===== src/rtl/collatz_sweep_ctrl.sv =====
// Sweep sequencer around the Collatz iteration core: launches one run per N in
// [n_first, n_last], collects each iteration count and tracks the longest run.
module collatz_sweep_ctrl #(
    parameter int W       = 8,
    parameter int TIMEOUT = 1000,
    parameter int TW      = 16
) (
    input  logic         clk,
    input  logic         rst_n,
    input  logic         go,
    input  logic [W-1:0] n_first,
    input  logic [W-1:0] n_last,
    output logic [W-1:0] core_n,
    output logic         core_start,
    input  logic         core_busy,
    input  logic [W-1:0] core_count,
    output logic [W-1:0] cur_n,
    output logic [W-1:0] max_count,
    output logic [W-1:0] max_n,
    output logic         busy,
    output logic         done,
    output logic [1:0]   err
);

    localparam logic [2:0] S_IDLE    = 3'd0;
    localparam logic [2:0] S_LAUNCH  = 3'd1;
    localparam logic [2:0] S_WAIT_HI = 3'd2;
    localparam logic [2:0] S_WAIT_LO = 3'd3;
    localparam logic [2:0] S_CAPTURE = 3'd4;
    localparam logic [2:0] S_NEXT    = 3'd5;
    localparam logic [2:0] S_DONE    = 3'd6;

    localparam logic [1:0] ERR_OK    = 2'b00;
    localparam logic [1:0] ERR_RANGE = 2'b01;
    localparam logic [1:0] ERR_TMO   = 2'b10;

    // Last permitted wait cycle: the timer reaches TIMEOUT as this cycle ends.
    localparam logic [TW-1:0] TMO_LAST = TW'(TIMEOUT - 1);

    logic [2:0]    state;
    logic [2:0]    state_nx;
    logic [W-1:0]  last_q;
    logic [TW-1:0] timer;
    logic          go_ok;
    logic          range_bad;
    logic          in_wait;
    logic          timed_out;
    logic          at_last;

    assign go_ok     = go && ((state == S_IDLE) || (state == S_DONE));
    assign range_bad = (n_first == '0) || (n_first > n_last);
    assign in_wait   = (state == S_WAIT_HI) || (state == S_WAIT_LO);
    assign timed_out = in_wait && (timer == TMO_LAST);
    // Equality only, so a sweep ending at the all-ones N never wraps.
    assign at_last   = (cur_n == last_q);

    always_comb begin
        state_nx = state;
        case (state)
            S_IDLE, S_DONE: begin
                if (go_ok) state_nx = range_bad ? S_DONE : S_LAUNCH;
            end
            S_LAUNCH:  state_nx = S_WAIT_HI;
            S_WAIT_HI: begin
                if (timed_out)      state_nx = S_DONE;
                else if (core_busy) state_nx = S_WAIT_LO;
            end
            S_WAIT_LO: begin
                if (timed_out)       state_nx = S_DONE;
                else if (!core_busy) state_nx = S_CAPTURE;
            end
            S_CAPTURE: state_nx = S_NEXT;
            S_NEXT:    state_nx = at_last ? S_DONE : S_LAUNCH;
            default:   state_nx = S_IDLE;
        endcase
    end

    // Status outputs are registered copies of the state being entered.
    always_ff @(posedge clk or negedge rst_n) begin
        if (!rst_n) begin
            state      <= S_IDLE;
            core_start <= 1'b0;
            busy       <= 1'b0;
            done       <= 1'b0;
        end else begin
            state      <= state_nx;
            core_start <= (state_nx == S_LAUNCH);
            busy       <= (state_nx != S_IDLE) && (state_nx != S_DONE);
            done       <= (state_nx == S_DONE);
        end
    end

    always_ff @(posedge clk or negedge rst_n) begin
        if (!rst_n) begin
            last_q    <= '0;
            cur_n     <= '0;
            core_n    <= '0;
            max_count <= '0;
            max_n     <= '0;
            err       <= ERR_OK;
            timer     <= '0;
        end else begin
            case (state)
                S_IDLE, S_DONE: begin
                    if (go_ok) begin
                        max_count <= '0;
                        max_n     <= '0;
                        if (range_bad) begin
                            err <= ERR_RANGE;
                        end else begin
                            err    <= ERR_OK;
                            last_q <= n_last;
                            cur_n  <= n_first;
                            core_n <= n_first;
                        end
                    end
                end
                S_LAUNCH: timer <= '0;
                S_WAIT_HI, S_WAIT_LO: begin
                    timer <= timer + TW'(1);
                    if (timed_out) err <= ERR_TMO;
                end
                S_CAPTURE: begin
                    // Strict compare keeps the smaller N on ties.
                    if (core_count > max_count) begin
                        max_count <= core_count;
                        max_n     <= cur_n;
                    end
                end
                S_NEXT: begin
                    if (!at_last) begin
                        cur_n  <= cur_n + W'(1);
                        core_n <= cur_n + W'(1);
                    end
                end
                default: ;
            endcase
        end
    end

endmodule


===== config.mk =====
export PLATFORM = sky130hd
export DESIGN_NAME = collatz_sweep_ctrl
export DESIGN_NICKNAME = d
export VERILOG_FILES = /design/src/rtl/collatz_sweep_ctrl.sv
export SDC_FILE = /design/constraint.sdc
export NUM_CORES = 1
export LEC_CHECK = 0
export BUFFER_PORTS_ARGS = -buffer_cell sky130_fd_sc_hd__buf_4
export CAP_MARGIN = 40
export CORE_UTILIZATION = 27
export DETAILED_ROUTE_END_ITERATION = 16
export PLACE_DENSITY = 0.43
export SLEW_MARGIN = 20
export SYNTH_ARGS = -nofsm -noshare
export SYNTH_HDL_FRONTEND = slang
export SYNTH_SLANG_ARGS = --single-unit

===== constraint.sdc =====
create_clock -name clk -period 2.2 [get_ports clk]
set_input_delay 0.44 -clock clk [delete_from_list [all_inputs] [get_ports clk]]
set_output_delay 0.44 -clock clk [all_outputs]
set_load 0.01 [all_outputs]

=== Word level (Yosys, flattened, before mapping) ===
Cells that the tools add are included.

* Eq/ne operators: 16
* Muxes and demuxes: 22
* Add/sub/neg operators: 2
* Divide/modulo/power cells: 0
* Reductions and logical operators: 19
* $mul: 0
* $lt $le $gt $ge: 2
* Shift-type cells: 0
* Bitwise logic cells: 1

{| class="wikitable"
|+ Operators by type and width
! kind !! count
|-
| 2-to-1 mux 8 bit || 6
|-
| one-hot mux 8 bit (2 select lines) || 3
|-
| one-hot mux 16 bit (2 select lines) || 1
|-
| 2-to-1 mux 3 bit || 7
|-
| one-hot mux 3 bit (6 select lines) || 1
|-
| adder 16 x 1 -> 16 bit, second input constant || 1
|-
| == test 16 x 10 -> 1 bit, second input constant || 1
|-
| greater-than comparator 8 bit || 2
|-
| == test 3 bit, second input constant || 4
|-
| != test 2 bit, second input constant || 5
|-
| AND reduction 3 bit || 3
|-
| adder 8 x 1 -> 8 bit, second input constant || 1
|-
| == test 8 bit || 1
|-
| logical NOT 8 bit || 1
|-
| nonzero test 2 bit || 4
|-
| == test 3 x 1 -> 1 bit, second input constant || 2
|-
| == test 3 x 2 -> 1 bit, second input constant || 2
|-
| 2-to-1 mux 2 bit || 2
|-
| one-hot mux 2 bit (2 select lines) || 1
|-
| AND reduction 4 bit || 1
|-
| OR reduction 2 bit || 2
|-
| logical AND 1 bit || 3
|-
| logical NOT 3 bit || 1
|-
| logical OR 1 bit || 3
|-
| other kinds (4) || 4
|}

* ROM bits: 0
* Bits in latches: 0
* Register bits: 56
* Word-level logic and storage cells: 72
* Memory bits (writable): 0
* Memories: 0

=== Logic depth before layout (Yosys ltp) ===
Gate-level depths: netlist of the first run.

* Depth in word-level cells: 7
* Gate-level depth with buffers: 10
* Mapped depth without buffers: 10

=== Least setup slack after synthesis of the first run ===
OpenSTA, ideal clock, no wires.

* Path kind: input port to flip-flop
* Start: input n_last[1]
* End: register cur_n[1]
* Arrival time: 2.068 ns
* Data required time: 2.075 ns
* Library setup time: 0.125 ns
* Slack: 0.007 ns
* Cell stages on the path: 9
* Path buffers: 0
* Cells stage by stage: inv_1 -> ha_1 -> nor2b_1 -> o211ai_1 -> a211oi_1 -> a221oi_2 -> a21boi_4 -> nor2_4 -> mux2_4

* Longest elaborated chain between the ends: 4

{| class="wikitable"
|+ Ends and longest elaborated chain
! item !! line !! source
|-
| start: declaration || 12 || <nowiki>input logic [W-1:0] n_last,</nowiki>
|-
| greater-than comparator 8 bit || 51 || <nowiki>assign range_bad = (n_first == '0) || (n_first > n_last);</nowiki>
|-
| logical OR 1 bit || 51 ||
|-
| != test 2 bit (no line) || -- ||
|-
| AND reduction 4 bit (no line) || -- ||
|-
| end signal: assignment || 113 || <nowiki>cur_n <= n_first;</nowiki>
|-
| end signal: assignment || 132 || <nowiki>cur_n <= cur_n + W'(1);</nowiki>
|-
| end: declaration || 17 || <nowiki>output logic [W-1:0] cur_n,</nowiki>
|}

No other way between the ends.
A chain may end at the register's enable or synchronous reset.

=== Final worst setup path of the first run ===
* Start: register last_q[5]
* End: register cur_n[0]

* Longest elaborated chain between the ends: 3

{| class="wikitable"
|+ Ends and longest elaborated chain
! item !! line !! source
|-
| start: declaration || 42 || <nowiki>logic [W-1:0] last_q;</nowiki>
|-
| start signal: assignment || 112 || <nowiki>last_q <= n_last;</nowiki>
|-
| == test 8 bit || 55 || <nowiki>assign at_last = (cur_n == last_q);</nowiki>
|-
| != test 2 bit (no line) || -- ||
|-
| AND reduction 4 bit (no line) || -- ||
|}

No other way between the ends.

==> results of run 1 <==
## cells in the mapped netlist, drive strengths merged (2+ instances only)
master	instances
or3	5
nand2b	3
mux2	3
o21ai	25
a21oi	27
xor2	15
nand2	46
a21boi	2
inv	29
clkbuf	5
buf	13
nand3	12
nor2b	4
nor3	3
xnor2	4
nor4	6
and2b	2
mux2i	17
and3	5
nor4b	2
and4	5
dfrtp	56
a211oi	3
nand4	7
o211ai	2
nor2	30
ha	18
## layout make-up
cell class / instances / area [µm²] / area share, %
Multi-Input combinational cell: 257 / 1740 / 39.5
Sequential cell: 56 / 1400 / 31.9
Timing Repair Buffer: 104 / 806 / 18.3
Tap cell: 147 / 184 / 4.18
Clock buffer: 6 / 129 / 2.93
Inverter: 29 / 109 / 2.47
Clock inverter: 2 / 35.0 / 0.796
## power by group through the flow
stage                     combinational [mW]  clock, mW  sequential [mW]
after floorplan                         1.59          0             1.78
after global placement                  2.83          0             1.68
after detailed placement                2.83          0             1.69
after CTS                               2.87      0.954             1.66
after global routing                    3.17      0.983             1.71
final                                   2.85      0.913             1.66
## cells by family after synthesis
| group | count (synthesis) | synth area share, % |
|---|---|---|
| compound gates | 66 | 11.7 |
| xor+xnor | 19 | 5.00 |
| fa+ha+maj | 18 | 6.77 |
| buf+inv | 47 | 6.66 |
| flops | 56 | 42.1 |
| mux | 20 | 6.24 |
| simple gates | 134 | 21.5 |
## routing by layer
metal | up-vias | wire (µm) | track usage (%)
li1 | 1414 | - | -
met1 | 1325 | 4030 | 18.2
met2 | 60 | 4150 | 24.4
met3 | 15 | 283 | 2.57
met4 | 0 | 187 | 5.44
met5 | - | 0 | 0
## repair_timing
action | in CTS | in global routing
endpoints found under the hold margin | 0 | 0
setup endpoints to repair | 3 | 28
pin swaps | 1 | 1
gates resized for setup | 2 | 7
setup buffers | 1 | 1
## registers in the layout, summed over array words and instances, names as in the netlist
name / cells
cur_n: 8
timer: 16
err: 2
done: 1
state: 3
max_count: 8
core_start: 1
busy: 1
max_n: 8
last_q: 8
## stage by stage
step,total power [mW],utilization (%),hold slack [ns]
6_report,5.43,36.7,0.0643
4_1_cts,5.49,36.2,0.256
5_1_grt,5.87,36.7,0.104
3_5_place_dp,4.52,34.7,0.494
2_1_floorplan,3.37,-,0.144
3_3_place_gp,4.51,34.7,0.494
## worst paths after layout
check                                       from               endpoint  cells past startpoint
max                        last_q[5]$_DFFE_PN0P_   cur_n[0]$_DFFE_PN0P_                      8
min                                        rst_n   timer[6]$_DFFE_PN0P_                      1
max reg2reg                last_q[5]$_DFFE_PN0P_   cur_n[0]$_DFFE_PN0P_                      8
min reg2reg                last_q[7]$_DFFE_PN0P_  last_q[7]$_DFFE_PN0P_                      2
max in group asynchronous                  rst_n   max_n[5]$_DFFE_PN0P_                      2
min in group clk                       n_last[0]  last_q[0]$_DFFE_PN0P_                      2
==> results.md, run 1 <==
- Run status: complete, no violations
- Area growth from synthesis to layout: 32.3%
- Core Area: about 0.012 mm²
- Layout cells sized above 1: between 20% and 30%
- Fmax: 479 MHz
- Slew Viols, Final: 0
- Seq cells post-synth: 56
- H-tree levels: 2
- Fillers: between 1,000 and 1,500
- Clk buf depth: 2
- Rows: 40
- Most frequent cells in the layout: buf_4 (102), dfrtp_1 (55), nand2_1 (45)
- Tightest Pin Transition: approximately 0.44 ns
- Skew final: around 0.0062 ns
- Leak: 2.05 nW
- RSZ-0062 raised after global routing: false
- Total CTS buffers: 5
- Crit-path max FO: 8
- Unique masters post-synth: 53
- Clk Latency, worst-skew pair: about 0.29 ns
- Synth warnings: 0
- Clock power frac: approximately 17%
- Max-Cap Viols: 0
- Initial core utilization: between 20% and 30%
- Chip height: approximately 110 µm
- Number of diodes: 0
- Hold crit path type: in -> async
- Ports: 65
- Tcrit/Tclk final: between 90% and 100%
- Sw Ratio: about two fifths
- Slowest CP cell: dfrtp_1
- Critical Path AT: about 2.3 ns
- CP Class: reg -> reg
- Worst-path clk slew: approximately 0.070 ns
- Placed cell count: 590
- Syn avg cell area: a little over 9 µm²
- Top cells by area, synth: dfrtp_1 (42%), ha_1 (6.8%), mux2i_1 (5.1%)
- Fraction of registers with async set/reset: 100%
- Drt initial violations: about 110
- P_int: ~3.3 mW
- WL/cell: 14.4 µm
- Sequential share of the synthesized area: a little over two fifths
- Main synth FF type: dfrtp_1
- TritonCTS clock tree: yes
- RD Place Congestion: between 0.7 and 0.8
- Net Count, Synth: 406
- CP Cell Sequence: xor2_1 -> nor4_4 -> nand2_2 -> a211oi_2 -> a21boi_4 -> nor2_4 -> buf_4 -> a21o_1
- Post-synth top area cell: dfrtp_1
- Vias: ~2,800
- CP startpoint kind: flip-flop
- Synthesized area: about 0.0033 mm²
- DR vias/cell: 4.68
- Routed WL: 8650 µm
- Crit end category: flip-flop
- Final HPWL DP: about 6500 µm
- Crit-path leading delay family: compound AO/OA/AOI/OAI gates
- Post-layout min period: 2.09 ns
- Cells after Synth: 360
- First-pass GRT wire length: 14,400 µm
- Antenna violations before repair: 0
- Hold_buf cts: 0
- DRC Markers: 0
- Normalized max-slew margin: 70.3%
- IO Port Bufs: 64
- Tot GR Track Use: between 10% and 20%
- Dpl cell area: 0.00417 mm²
- R2r setup slk: between 0.1 and 0.15 ns
- CTS sink count: between 50 and 60
- Final hold vios: 0
- Top-area cell type share of the netlist area: roughly 42%
- Nets: approximately 500
- Gr ovfl total: 0
- Fin cells: roughly 600
- Setup_tns: 0 ns
- Die area: ~0.013 mm²
- Commonest non-fill, non-tap cell in the layout: buf_4
- Share of total power in sequential cells: a little under a third
- Vias in the first global route: 2,929
- EDFF count, synth: 0
- Placement Setup Slack: -0.180 ns
- Crit path buf inv count: 1
- CP Data Required Time: between 2 and 2.5 ns
- Drt pass-1 iters: 4
- Antenna viol nets, final: 0
- Die X: 113 µm
- Max incr delay on CP: just over 0.4 ns
- # setup viols final: 0
- P_sw: around 2.2 mW
- Pwr/cell area: roughly 1200 mW/mm²
- Root buffer cell: clkbuf_16
- Largest net degree at the start of global routing: 57
- Finished Cell Area: roughly 0.0044 mm²
- Gate power share: roughly 53%
- Min setup slack post-route: between 0.1 and 0.15 ns
- Worst vdd ir: approximately 0.56 mV
(Power assumes the default switching activity.)
==> run 2, diff against run 1 <==
- BUFFER_PORTS_ARGS: -buffer_cell sky130_fd_sc_hd__buf_4 -> not set
- DONT_BUFFER_PORTS: not set -> 1
- PLACE_DENSITY: 0.43 -> 0.38
==> run 2 against run 1 <==
  * Cell area shrank 11%
  * Highest routed layer unchanged
  * Via count fell by 7.5%
  * Critical endpoint is now cur_n[1]$_DFFE_PN0P_
  * Clock skew barely moved
  * Largest cell class unchanged
  * Sequential power increased by 4%
  * Worst setup slack better by 0.0055 ns
  * Maximum frequency rose by 0.26%
  * Flip-flop and latch count is the same
  * Register-to-register slack barely moved
==> results.md, run 2 (same netlist as run 1, synthesis figures left out) <==
- Antenna violations before repair: 0
- Nets: 436
- DR vias/cell: a little under 5
- Crit-path max FO: 4
- Fmax: about 480 MHz
- # setup viols final: 0
- RSZ-0062 raised after global routing: false
- Hold crit path type: in -> async
- P_sw: between 2 and 2.5 mW
- Vias: 2,603
- Fillers: about 1,300
- Largest net degree at the start of global routing: 57
- Tot GR Track Use: between 10% and 20%
- Commonest non-fill, non-tap cell in the layout: dfrtp_1
- Crit end category: flip-flop
- Total CTS buffers: 5
- Skew final: between 0.006 and 0.007 ns
- Final HPWL DP: between 6000 and 7000 µm
- CTS sink count: 56
- Critical Path AT: 2.26 ns
- Fin cells: approximately 540
- Run status: complete, no violations
- Root buffer cell: clkbuf_16
- DRC Markers: 0
- P_int: between 2 and 3 mW
- WL/cell: 16.1 µm
- Chip height: 113 µm
- Tightest Pin Transition: a little under 0.4 ns
- Drt initial violations: about 120
- Core Area: between 0.01 and 0.015 mm²
- Fin util: about a third
- CP Data Required Time: between 2 and 2.5 ns
- Leak: 1.74 nW
- Antenna viol nets, final: 0
- Tcrit/Tclk final: between 90% and 100%
- Die area: 0.0128 mm²
- Pwr/cell area: 1270 mW/mm²
- Die X: between 100 and 150 µm
- Max-Cap Viols: 0
- Number of diodes: 0
- Vias in the first global route: about 2,800
- Clk Latency, worst-skew pair: roughly 0.3 ns
- Gate power share: slightly below 50%
- Sw Ratio: approximately two fifths
- Initial core utilization: ~28%
- CP Class: reg -> reg
- Rows: 40
- Post-layout min period: 2.08 ns
- Clock power frac: about 17%
- Routed WL: around 8700 µm
- Worst vdd ir: around 0.72 mV
- Largest Register: timer
- Clk buf depth: 2
- RD Place Congestion: 0.763
- IO Port Bufs: 0
- Final hold vios: 0
- Area growth from synthesis to layout: 17.4%
- Share of total power in sequential cells: between 30% and 40%
- WHS: around 0.0082 ns
- Normalized max-slew margin: roughly three quarters
- Worst-path clk slew: approximately 0.070 ns
- Layout cells sized above 1: ~17%
- Slew Viols, Final: 0
- Gr ovfl total: 0
- First-pass GRT wire length: between 10,000 and 15,000 µm
- H-tree levels: 2
- Max reg flops: 16
- Power consumption: 4.97 mW
- Placed cell count: ~530
- Ports: 65
- TritonCTS clock tree: yes
- CP startpoint kind: flip-flop
- Most frequent cells in the layout: dfrtp_1 (56), nand2_1 (45), buf_4 (39)
- Drt pass-1 iters: 4
run 2: changes by cell type in the layout (fill, tap and decap cells not counted), sizes merged:
| cell | change |
|---|---|
| clkbuf | +2 |
| buf | -63 |
| bufinv | -1 |
| clkinv | -1 |
run 2: path summary, 6_finish.rpt:
kind / slack [ns] / end / depth (start not counted) / startpoint
max: 0.12 / cur_n[1]$_DFFE_PN0P_ / 7 / timer[3]$_DFFE_PN0P_
min: 0.008 / max_count[6]$_DFFE_PN0P_ / 1 / rst_n
max reg2reg: 0.12 / cur_n[1]$_DFFE_PN0P_ / 7 / timer[3]$_DFFE_PN0P_
min reg2reg: 0.51 / last_q[7]$_DFFE_PN0P_ / 2 / last_q[7]$_DFFE_PN0P_
max in group asynchronous: 1.95 / cur_n[1]$_DFFE_PN0P_ / 1 / rst_n
min in group clk: 0.27 / max_count[0]$_DFFE_PN0P_ / 2 / core_count[0]
run 2: what timing repair did:
action | 4_1_cts | 5_1_grt
hold endpoints to repair | 56 | 0
endpoints found under the setup margin | 0 | 9
hold buffers | 1 | 0
buffers inserted | 0 | 2
resized for setup | 0 | 5
run 2: power groups by stage:
stage | clock network, mW | registers, mW | logic, mW
finish | 0.832 | 1.72 | 2.41
global route | 0.900 | 1.78 | 2.71
CTS | 0.880 | 1.74 | 2.40
detailed placement | 0 | 1.76 | 2.36
global placement | 0 | 1.75 | 2.37
floorplan | 0 | 1.78 | 1.59
run 2: cell type report:
cell class	count	area (µm²)	share of cell area [%]
Multi-Input combinational cell	257	1720	44.1
Sequential cell	56	1400	35.9
Timing Repair Buffer	41	340	8.72
Tap cell	147	184	4.71
Clock buffer	8	146	3.75
Inverter	29	111	2.85
run 2: per-stage QoR:
step                cell area [µm²]  TNS [ns]  setup WS [ns]
floorplan                      3330         0        0.00684
global placement               3700         0         0.0332
detailed placement             3700   -0.0850        -0.0481
CTS                            3870         0         0.0564
global route                   3910         0        0.00227
finish                         3910         0          0.118
run 2: critical path, cell delays in order, from the launching register on:
cell	delay, ns
dfrtp_1	0.38
nor4bb_1	0.35
and4_4	0.31
nor2_1	0.06
a211oi_2	0.19
a21boi_4	0.30
nor2_4	0.08
mux2_4	0.30
run 2: layer usage:
| metal | track usage, % | up-vias | part of all wire (%) |
|---|---|---|---|
| met5 | 0 | - | 0 |
| met4 | 4.91 | 0 | 1.6 |
| met3 | 4.77 | 12 | 6.7 |
| met2 | 24.9 | 62 | 47 |
| met1 | 17.3 | 1235 | 44 |
| li1 | - | 1294 | - |
==> run 3, diff against run 2 <==
- ABC_AREA: not set -> 1
- MAX_ROUTING_LAYER: not set -> met4
==> run 3 against run 2 <==
  * Clock power rose by 3.7%
  * Non-clock buffer count decreased by 26
  * Core utilization decreased by 1.4 points
  * Combinational power down 16%
  * Highest routed layer unchanged
  * Largest power group unchanged
==> results.md, run 3 <==
- DRC Markers: 0
- CP Data Required Time: around 2.4 ns
- Fraction of registers with async set/reset: 100%
- Fin util: a little under a third
- Crit-path max FO: 6
- Net Count, Synth: between 400 and 500
- Cell with the most instances after synthesis: nand2_1
- Slowest CP cell: dfrtp_1
- Leak: approximately 1.8 nW
- Antenna viol nets, final: 0
- Tightest Pin Transition: a little over 0.4 ns
- Largest net degree at the start of global routing: between 50 and 60
- Initial core utilization: roughly 28%
- Syn avg cell area: ~7.9 µm²
- Worst Reg2Reg Path Length in Cells: 10
- Seq cells post-synth: 56
- Chip height: between 100 and 150 µm
- CP startpoint kind: flip-flop
- Clk Latency, worst-skew pair: around 0.30 ns
- First-pass GRT wire length: roughly 14,000 µm
- Worst-path clk slew: roughly 0.08 ns
- Rows: 40
- Setup_tns: 0 ns
- Largest Register: timer
- Drt initial violations: between 100 and 150
- Tot GR Track Use: about 14%
- Reg2Reg Launch Point: cur_n[0]$_DFFE_PN0P_
- Max incr delay on CP: approximately 0.54 ns
- Normalized max-slew margin: between 70 and 80%
- Commonest non-fill, non-tap cell in the layout: nand2_1
- Drt pass-1 iters: 4
- Worst vdd ir: ~0.31 mV
- Root buffer cell: clkbuf_16
- CP dominant cell by count: nand2_1
- Unique masters post-synth: 36
- RD Place Congestion: between 0.7 and 0.8
- Nets: 483
- Clk buf depth: 2
- Skew final: about 0.0051 ns
- Max-Cap Viols: 0
- Synthesized area: between 0.003 and 0.004 mm²
- Slew Viols, Final: 0
- Max reg flops: 16
- Crit end category: flip-flop
- Die X: 115 µm
- Vias in the first global route: around 2,700
- Critical Path AT: roughly 2.1 ns
- Die area: 0.0132 mm²
- Min setup slack post-route: between 0.3 and 0.4 ns
- Vias: around 2,700
- Worst setup startpoint: cur_n[0]$_DFFE_PN0P_
- Top cells by area, synth: dfrtp_1 (41%), nand2_1 (11%), ha_1 (6.5%)
- Hold crit path type: in -> async
- Synth warnings: 0
- EDFF count, synth: 0
- R2r setup slk: about 0.31 ns
- TritonCTS clock tree: yes
- Antenna violations before repair: 0
- # setup viols final: 0
- CTS sink count: 56
- RSZ-0062 raised after global routing: false
- Pwr/cell area: around 1200 mW/mm²
- H-tree levels: 2
- Ports: between 60 and 70
- Post-synth top area cell: dfrtp_1
- CP Class: reg -> reg
- Run status: complete, no violations
- Cells after Synth: about 440
- IO Port Bufs: 0
- Most frequent cells in the layout: nand2_1 (102), dfrtp_1 (56), inv_1 (53)
- Finished Cell Area: approximately 0.0038 mm²
- Post-layout min period: 1.89 ns
- Final HPWL DP: 6340 µm
- DR vias/cell: ~4.5
- WL/cell: 14.0 µm
- FF-to-FF End: busy$_DFF_PN0_
- CP Capture Point: busy$_DFF_PN0_
- CP Cell Sequence: xnor2_1 -> nand2_1 -> nor2_1 -> nand2_1 -> a21oi_1 -> nand2_1 -> inv_2 -> nand2_2 -> nand2_1 -> nand2_1
- Gr ovfl total: 0
- Routed WL: around 8500 µm
- Commonest cells post-synth: nand2_1 (102), dfrtp_1 (56), inv_1 (53), nor2_1 (30), nand3_1 (27)
- Core Area: around 0.012 mm²
- Area growth from synthesis to layout: 10.4%
- Number of diodes: 0
- Sequential share of the synthesized area: between 40% and 50%
- Placement Setup Slack: roughly 0.25 ns
- Total CTS buffers: 5
- Top-area cell type share of the netlist area: about two fifths
- Fmax: roughly 530 MHz
- Layout cells sized above 1: 14.4%
- Dpl cell area: between 0.003 and 0.004 mm²
- Final hold vios: 0
- Main synth FF type: dfrtp_1
- Tcrit/Tclk final: between 80% and 90%
[run 3: power by group]
group / switching (mW) / internal [mW] / leakage, nW
registers: 0.395 / 1.36 / 0.738
clock network: 0.383 / 0.480 / 0.0760
logic: 1.30 / 0.730 / 0.990
[run 3: logic make-up after synthesis]
family	count (synthesis)	share of synthesized area, %
AND/OR/NAND/NOR	198	26.6
buffers and inverters	82	10.7
AO/OA/AOI/OAI	68	12.1
flip-flops	56	40.7
adder cells (fa/ha/maj)	18	6.54
XOR/XNOR	13	3.31
[run 3: worst min path at each step]
| stage | cells after the start | to | startpoint | slack [ns] |
|---|---|---|---|---|
| after floorplan | 0 | busy$_DFF_PN0_ | rst_n | 0.14 |
| after CTS | 1 | max_count[2]$_DFFE_PN0P_ | rst_n | 0.01 |
| after global routing | 1 | max_count[2]$_DFFE_PN0P_ | rst_n | 0.02 |
| after detailed placement | 0 | timer[8]$_DFFE_PN0P_ | rst_n | 0.15 |
| final | 1 | max_count[2]$_DFFE_PN0P_ | rst_n | 0.007 |
| after global placement | 0 | timer[8]$_DFFE_PN0P_ | rst_n | 0.15 |
[run 3: worst max-delay path, delay by kind of cell, from the launching register on]
family	cells	cell delay, ns
buffers and inverters	1	0.07
and+or+nand+nor	7	0.71
AOI/OAI and AO/OA	1	0.17
DFF	1	0.54
xor gates and xnor gates	1	0.29
[run 3: stage by stage]
step	std cells	total power, mW	hold slack, ns
after floorplan	435	3.33	0.144
after global placement	597	3.81	0.148
after detailed placement	597	3.82	0.148
after CTS	605	4.73	0.0113
after global routing	605	5.09	0.0192
final	605	4.64	0.00716
[run 3: cell type report]
type | instances | area (µm²)
tap | 168 | 210
fill | 1342 | 8410
clock buffer | 7 | 153
multi-input combinational | 297 | 1670
sequential | 56 | 1400
inverter | 62 | 233
timing repair buffer | 15 | 133
[run 3: repair_timing]
item	CTS	global route
setup buffers	0	0
hold buffers	1	0
hold endpoints to repair	56	0
resized for setup	0	0
[run 3: per-layer routing]
metal | share of wire (%) | vias up | track usage (%)
li1 | - | 1397 | -
met1 | 48 | 1227 | 18.9
met5 | 0 | - | -
met4 | 1.3 | 0 | 4.42
met2 | 42 | 81 | 21.1
met3 | 7.9 | 6 | 4.32
